<file path="config.mk">
export PLATFORM = sky130hd
export DESIGN_NAME = opb_hazard_ctrl
export DESIGN_NICKNAME = d
export VERILOG_FILES = /design/src/rtl/opb_pkg.sv /design/src/rtl/opb_hist_stage.sv /design/src/rtl/opb_hazard_ctrl.sv
export SDC_FILE = /design/constraint.sdc
export NUM_CORES = 1
export LEC_CHECK = 0
export CAP_MARGIN = 20
export CORE_MARGIN = 3
export CORE_UTILIZATION = 42
export DETAILED_ROUTE_END_ITERATION = 6
export HOLD_SLACK_MARGIN = 0.05
export PLACE_DENSITY = 0.72
export SYNTH_ARGS = -nofsm -noshare
export SYNTH_HDL_FRONTEND = slang
export SYNTH_SLANG_ARGS = --single-unit
</file>
<file path="constraint.sdc">
create_clock -name clk -period 2.05 [get_ports clk]
set_input_delay 0.3075 -clock clk [delete_from_list [all_inputs] [get_ports clk]]
set_output_delay 0.3075 -clock clk [all_outputs]
set_load 0.02 [all_outputs]
</file>
<file path="src/rtl/opb_pkg.sv">
// opb_pkg: shared types for the ALU B-operand hazard controller.
//   fwd_sel_t    - rt forwarding source encodings
//   hist_entry_t - one pipeline history entry (EX or MEM)
//   state_t      - stall FSM states
//   REG_ZERO     - hard-wired zero register
//   hist_match() - true when an entry produces the register being read
package opb_pkg;

  localparam logic [4:0] REG_ZERO = 5'd0;

  typedef enum logic [1:0] {
    FWD_RF    = 2'b00,
    FWD_EXMEM = 2'b01,
    FWD_MEMWB = 2'b10
  } fwd_sel_t;

  typedef struct packed {
    logic       valid;
    logic       wr_en;
    logic [4:0] rd;
    logic       is_load;
  } hist_entry_t;

  typedef enum logic {
    ST_RUN   = 1'b0,
    ST_STALL = 1'b1
  } state_t;

  // Writes to r0 are discarded, so a producer of r0 never matches.
  function automatic logic hist_match(input hist_entry_t e, input logic [4:0] rt);
    return e.valid && e.wr_en && (e.rd != REG_ZERO) && (e.rd == rt);
  endfunction

endpackage

</file>
<file path="src/rtl/opb_hist_stage.sv">
// opb_hist_stage: one history entry register with bubble insertion.
// Ports:
//   clk, rst  - clock, synchronous active-high reset
//   bubble_i  - load an empty entry instead of d_i
//   d_i       - entry to capture
//   q_o       - registered entry
module opb_hist_stage
  import opb_pkg::*;
(
  input  logic        clk,
  input  logic        rst,
  input  logic        bubble_i,
  input  hist_entry_t d_i,
  output hist_entry_t q_o
);

  hist_entry_t q_q;

  always_ff @(posedge clk) begin
    if (rst || bubble_i) q_q <= '0;
    else                 q_q <= d_i;
  end

  assign q_o = q_q;

endmodule

</file>
<file path="src/rtl/opb_hazard_ctrl.sv">
// opb_hazard_ctrl: forwarding / load-use hazard control for the ALU B operand.
// Tracks the two instructions ahead of decode (EX, MEM), stalls decode on
// hazards, and registers the B-mux and rt-forwarding selects into EX.
// Build option: OPB_HAZARD_FWD_EN enables forwarding; without it every
// EX/MEM producer match stalls and ex_fwd_sel stays 00.
// Ports:
//   clk, rst                 - clock, synchronous active-high reset
//   id_valid, id_rt,
//   id_reads_rt, id_use_imm  - operand info of the ID instruction
//   id_wr_en, id_rd,
//   id_is_load               - destination info of the ID instruction
//   flush                    - squash the ID instruction
//   stall                    - hold PC and IF/ID (combinational)
//   ex_valid, ex_mux_lines,
//   ex_fwd_sel               - registered EX-stage controls
//   stall_cnt                - saturating stall-cycle counter
module opb_hazard_ctrl
  import opb_pkg::*;
#(
  parameter int STALL_CNT_W = 16
) (
  input  logic                   clk,
  input  logic                   rst,
  input  logic                   id_valid,
  input  logic [4:0]             id_rt,
  input  logic                   id_reads_rt,
  input  logic                   id_use_imm,
  input  logic                   id_wr_en,
  input  logic [4:0]             id_rd,
  input  logic                   id_is_load,
  input  logic                   flush,
  output logic                   stall,
  output logic                   ex_valid,
  output logic [1:0]             ex_mux_lines,
  output logic [1:0]             ex_fwd_sel,
  output logic [STALL_CNT_W-1:0] stall_cnt
);

`ifdef OPB_HAZARD_FWD_EN
  localparam int STALL_MAX = 1;
`else
  localparam int STALL_MAX = 2;
`endif

  hist_entry_t id_ent, ex_q, mem_q;
  logic        check, ex_hit, mem_hit, hazard, bubble;
  fwd_sel_t    fwd_d, fwd_q;
  logic        use_imm_q;
  state_t      state_q, state_d;
  logic [1:0]  run_q, run_d;
  logic [STALL_CNT_W-1:0] cnt_q, cnt_d;
  logic        unused_mem_ld;

  assign unused_mem_ld = mem_q.is_load;

  assign check   = id_valid & id_reads_rt;
  assign ex_hit  = check & hist_match(ex_q, id_rt);
  assign mem_hit = check & hist_match(mem_q, id_rt);

`ifdef OPB_HAZARD_FWD_EN
  // Only a load still in EX is too late to forward; everything else bypasses.
  assign hazard = ex_hit & ex_q.is_load;

  // EX is the younger producer, so it wins over MEM.
  always_comb begin
    fwd_d = FWD_RF;
    if (ex_hit)       fwd_d = FWD_EXMEM;
    else if (mem_hit) fwd_d = FWD_MEMWB;
  end
`else
  assign hazard = ex_hit | mem_hit;
  assign fwd_d  = FWD_RF;
`endif

  // Flush squashes the ID instruction, so its hazard is moot.
  assign stall  = hazard & ~flush & ~rst;
  assign bubble = stall | flush;

  assign id_ent = '{valid: id_valid, wr_en: id_wr_en, rd: id_rd, is_load: id_is_load};

  opb_hist_stage u_ex (
    .clk      (clk),
    .rst      (rst),
    .bubble_i (bubble),
    .d_i      (id_ent),
    .q_o      (ex_q)
  );

  opb_hist_stage u_mem (
    .clk      (clk),
    .rst      (rst),
    .bubble_i (1'b0),
    .d_i      (ex_q),
    .q_o      (mem_q)
  );

  // A bubble carries all-zero controls.
  always_ff @(posedge clk) begin
    if (rst || bubble) begin
      use_imm_q <= 1'b0;
      fwd_q     <= FWD_RF;
    end else begin
      use_imm_q <= id_use_imm;
      fwd_q     <= fwd_d;
    end
  end

  // run_q counts consecutive stall cycles for the bound check.
  always_comb begin
    state_d = state_q;
    run_d   = 2'd0;
    case (state_q)
      ST_RUN: begin
        if (stall) begin
          state_d = ST_STALL;
          run_d   = 2'd1;
        end
      end
      ST_STALL: begin
        if (stall) run_d = (run_q == 2'd3) ? 2'd3 : run_q + 2'd1;
        else       state_d = ST_RUN;
      end
      default: state_d = ST_RUN;
    endcase
  end

  assign cnt_d = (stall && cnt_q != '1) ? cnt_q + STALL_CNT_W'(1) : cnt_q;

  always_ff @(posedge clk) begin
    if (rst) begin
      state_q <= ST_RUN;
      run_q   <= 2'd0;
      cnt_q   <= '0;
    end else begin
      state_q <= state_d;
      run_q   <= run_d;
      cnt_q   <= cnt_d;
    end
  end

  a_stall_bound: assert property (@(posedge clk) disable iff (rst) run_q <= 2'(STALL_MAX));

  assign ex_valid     = ex_q.valid;
  assign ex_mux_lines = {use_imm_q, 1'b0};
  assign ex_fwd_sel   = fwd_q;
  assign stall_cnt    = cnt_q;

endmodule

</file>
After elaboration in Yosys (flattened, before gate mapping)
Index checks and enable logic that the tools add are counted.

storage, ports and cells
  bits in registers = 31
  bits in latches = 0
  bits in writable memories = 0
  ROM bits = 0
  bits of input ports = 18
  memories kept = 0

cells by class
  add/sub/neg operators = 1
  multipliers = 0
  divide/modulo/power cells = 0
  magnitude comparators = 0
  equal/unequal tests = 3
  shift-type cells = 0
  muxes and demuxes = 0
  bitwise operators = 9
  reductions and logical operators = 10

operators by type and width
  operator               count
  $add 16x1->16 const B  1
  $ne 16x16->1 const B   1
  $eq 5x5->1             2
  $reduce_bool 5->1      2
  $logic_and 1x1->1      7
  $and 1x1->1            5
  $not 1->1              2
  $or 1x1->1             2
  $logic_or 1x1->1       1

Depth between registers and ports, before layout
Gate-level depths: netlist of the first run.

  depth in word-level cells = 9
  depth in mapped cells = 8
  mapped depth without buffers = 6

Hierarchy
A second synthesis of the first run with hierarchy kept.

second synthesis, totals
  cell total of the unflattened synthesis = 176
  area total of the unflattened synthesis = 1773.0 um^2

by module, submodules not included
  module           times used  cells each  area an instance (um^2)  sequential area each (um^2)
  opb_hazard_ctrl  1           140         1207.4                   340.3
  opb_hist_stage   2           18          282.8                    160.2

Worst setup path before layout of the first run
No wires, ideal clock.

  path type = register -> register
  start = register u_ex.q_q, in the netlist u_ex.q_o[1]
  end = register cnt_q[1] (netlist: stall_cnt[1])
  setup time = 0.128 ns
  arrival = 1.806 ns
  data required time = 1.922 ns
  setup slack = 0.116 ns
  stages on the path, launching flop included = 9
  path buffers = 2
  path through = dfxtp_1 > or4_1 > a21oi_2 > nor4_4 > o21ai_2 > buf_4 > buf_6 > mux2i_1 > nor2_1

on the way
  word-level cells in the longest chain between the ends = 8
  elaborated cells between the ends (all ways) = 9

RTL lines
  item                        line                    text
  start: declaration          opb_hist_stage.sv:17    hist_entry_t q_q;
  start signal: assignment    opb_hist_stage.sv:21    else q_q <= d_i;
  $reduce_bool 5->1           opb_pkg.sv:31           return e.valid && e.wr_en && (e.rd != REG_ZERO) && (e.rd == rt);
  $logic_and 1x1->1           opb_pkg.sv:31
  $logic_and 1x1->1 *         opb_pkg.sv:31
  $and 1x1->1 *               opb_hazard_ctrl.sv:57   assign ex_hit = check & hist_match(ex_q, id_rt);
  $or 1x1->1 *                opb_hazard_ctrl.sv:71   assign hazard = ex_hit | mem_hit;
  $and 1x1->1 * (2 in a row)  opb_hazard_ctrl.sv:76   assign stall = hazard & ~flush & ~rst;
  $logic_and 1x1->1 *         opb_hazard_ctrl.sv:127  assign cnt_d = (stall && cnt_q != '1) ? cnt_q + STALL_CNT_W'(1) : cnt_q;
  end signal: assignment      opb_hazard_ctrl.sv:137  cnt_q <= cnt_d;
  end: declaration            opb_hazard_ctrl.sv:51   logic [STALL_CNT_W-1:0] cnt_q, cnt_d;

Every way passes the cells marked *; elsewhere a longest branch is shown, timed or not.
A chain may end at the register's enable or synchronous reset.

Worst setup path in the final report of the first run
  start = register u_ex.q_q, in the netlist u_ex.q_o[2]
  end = output port stall

on the way
  word-level cells in the longest chain between the ends = 7
  elaborated cells between the ends (all ways) = 8

RTL lines
  item                        line                   text
  $reduce_bool 5->1           opb_pkg.sv:31
  $logic_and 1x1->1           opb_pkg.sv:31
  $logic_and 1x1->1 *         opb_pkg.sv:31
  $and 1x1->1 *               opb_hazard_ctrl.sv:57
  $or 1x1->1 *                opb_hazard_ctrl.sv:71
  $and 1x1->1 * (2 in a row)  opb_hazard_ctrl.sv:76
  end: declaration            opb_hazard_ctrl.sv:32  output logic stall,

Marks and branches as above.

==> results of run 1 <==
==> logic make-up (layout without fill, tap and decap cells) <==
logic type / count (synthesis) / in the layout / share of synthesized area (%)
flops: 31 / 31 / 42.9
compound gates: 32 / 32 / 13.1
xor+xnor: 10 / 10 / 6.06
buf+inv: 12 / 80 / 4.93
mux: 2 / 2 / 1.38
simple gates: 69 / 69 / 30.5
fa+ha+maj: 1 / 1 / 0.865
other cells: 1 / 3 / 0.259
==> layer usage <==
metal / vias to the layer above / track usage (%)
met5: - / 0
met4: 0 / 8.44
met3: 9 / 4.33
met2: 61 / 39.3
met1: 705 / 24.8
li1: 698 / -
==> stage by stage <==
| step | area [um^2] | setup slack, ps |
|---|---|---|
| 2_1_floorplan | 1450 | 116 |
| 3_3_place_gp | 1960 | -433 |
| 6_report | 2340 | -120 |
| 3_5_place_dp | 1960 | -571 |
| 4_1_cts | 2240 | -129 |
| 5_1_grt | 2340 | -172 |
==> power breakdown <==
part / switching, W / internal [W]
clock network: 0.000231 / 0.000200
registers: 0.00000557 / 0.000612
logic: 0.0000666 / 0.0000944
total: 0.000303 / 0.000907
==> repair_timing <==
item / in CTS / in global routing
setup buffers: 15 / 4
resized for setup: 39 / 27
cloned: 0 / 0
pin swaps: 24 / 16
hold buffers: 0 / 0
setup endpoints to repair: 13 / 25
==> placed cells by master (no fill, tap or decap), types with 3 or more instances in the layout <==
cell type and instances:
a21oi_2 5, o21ai_1 7, a21oi_1 6, xnor2_1 6
and2_4 4, buf_4 20, dfxtp_1 29, dlygate4sd2_1 6
and2_1 6, nand4_1 3, nand3_1 7, buf_6 15
o211ai_1 3, or3_1 5, clkbuf_4 5, conb_1 3
clkdlybuf4s50_1 25, and3_1 3, dlymetal6s2s_1 3, nor2_1 5
or3_4 4, nor2b_1 6, nand2_1 10
==> cell type report <==
class,count,area (um^2)
multi-input combinational,117,921
fill,248,836
timing repair buffer,69,659
sequential,31,623
clock buffer,7,65.1
tap,44,55.1
inverter,3,11.3
clock inverter,1,7.51
==> registers in the layout, summed over array words and instances, names as in the netlist <==
signal	cells
u_ex.q_o	7
use_imm_q	1
u_mem.q_o	7
stall_cnt	16
==> path summary, 6_finish.rpt <==
| path | slack, ps | depth (start not counted) | start | end |
|---|---|---|---|---|
| worst max-delay path | -120 | 5 | u_ex.q_o[2]$_SDFF_PP0_ | stall |
| worst min-delay path | 320 | 2 | id_valid | u_ex.q_o[7]$_SDFF_PP0_ |
| worst max register to register | -40 | 13 | u_ex.q_o[2]$_SDFF_PP0_ | stall_cnt[12]$_SDFFE_PP0P_ |
| worst min register to register | 480 | 1 | u_ex.q_o[6]$_SDFF_PP0_ | u_mem.q_o[6]$_SDFF_PP0_ |
==> worst max-delay path: cells and delay by family, from the launching register on <==
kind	cells	cell delay (ps)
AOI/OAI and AO/OA	1	180
and+or+nand+nor	3	870
buffers and inverters	1	130
DFF	1	330
==> results_dict.tcl, run 1 <==
set metrics [dict create \
    worst_ep_required_time_ps 1740 \
    synth_edf_count 0 \
    start_util_pct 45.5 \
    htreeDepth 2 \
    io_pins 40 \
    portBuffers 35 \
    grt_first_pass_wirelength_mm 6.94 \
    synthTopCellsByArea "dfxtp_1 43%, xnor2_1 4.8%, and2_1 4.3%" \
    wl_per_cell_um 15.8 \
    start_kind "flip-flop" \
    worstSetupPathType "reg -> out" \
    clkLatencyLatePin_ps 340 \
    cp.arrival_ps 1860 \
    layout-drive-gt1-share_pct 33.3 \
    met1_length_mm 1.73 \
    syn_inst 158 \
    final_nets 246 \
    drcViolationCount 0 \
    max_cap_violations 0 \
    yosysMostFrequentCell "dfxtp_1" \
    finalPower_w 0.00121 \
    yosys.area.top_type "dfxtp_1" \
    dr.max_layer_used "met4" \
    setup_ws_ps -120 \
    setup_viol 3 \
    async_reset_ff_share_pct 0 \
    diodes 0 \
    layout.cells.non_filler 272 \
    antenna_found_initial 0 \
    period_needed_ps 2170 \
    synth_ff_type "dfxtp_1" \
    cellLeakagePower_nw 0.885 \
    place_inst 251 \
    period_share_pct 106 \
    rows 20 \
    grt-ovfl-total 0 \
    die_h_um 64.7 \
    fin_setup_tns_ps -160 \
    area_growth_pct 61.9 \
    rsz0062_at_grt "true" \
    hold_path_class "in -> reg" \
    wl_mm 4.30 \
    routed_via_density 5.42 \
    hold_viol 0 \
    cp_max_fo 2 \
    drt_iter0_markers 100 \
    avgSynthCellArea_um2 9.15 \
    ys_warn_count 0 \
    grt_pass1_vias 1477 \
    die_w_um 64.7 \
    met2_length_mm 2.28 \
    final_core_util_pct 73.7 \
    power.density_mw_per_mm2 517 \
    dr_total_vias 1473 \
    max_stage_delay_ps 540 \
    dieArea_mm2 0.00418 \
    violations "setup timing" \
    cts_buffers 5 \
    status "finished, violations left" \
    synth_cell_types 39 \
    drv_slew 0 \
    root_buffer "clkbuf_4" \
    clk_path_buf_depth 2 \
    core_mm2 0.00318 \
    final_antenna_net_count 0 \
    crit_path_top_delay_cell "or4_4" \
    syn_area_mm2 0.00145 \
    final.setup_skew_ps 12.7 \
    cts_tree "built" \
    met3_wirelength_um 205 \
    vdd_drop_max_mv 0.469 \
    crit_path_cell_trace "or4_4 -> a21oi_4 -> nor4_4 -> or2_4 -> buf_6" \
    groute.usage.overall_pct 21.7 \
    fmax_mhz 461 \
    worstSetupEndpointType "primary output" \
    grt_max_degree 25 \
    path_clk_slew_ps 110 \
    synth-seq-cells 31 \
    clock_sinks 31 \
    dp_hpwl_mm 2.69 \
    drt_first_pass_iters 4 \
    synthTopCellsByCount "31 x dfxtp_1, 11 x a21oi_1, 10 x and2_1, 10 x nand2_1" \
    synth_top_area_share_pct 42.9 \
    holdWs_ps 317 \
    synth-seq-area-share_pct 42.9 \
    gp_congestion 0.882 \
]
Power figures use the tool's default switching activity.
==> run 2, diff against run 1 <==
--- a/config.mk
+++ b/config.mk
@@ -8,6 +8,7 @@
 export CAP_MARGIN = 20
 export CORE_MARGIN = 3
 export CORE_UTILIZATION = 42
+export CTS_CLUSTER_SIZE = 14
 export DETAILED_ROUTE_END_ITERATION = 6
 export HOLD_SLACK_MARGIN = 0.05
 export PLACE_DENSITY = 0.72
==> results of run 2 <==
Final layout, timing and power as in run 1 (identical DEF).
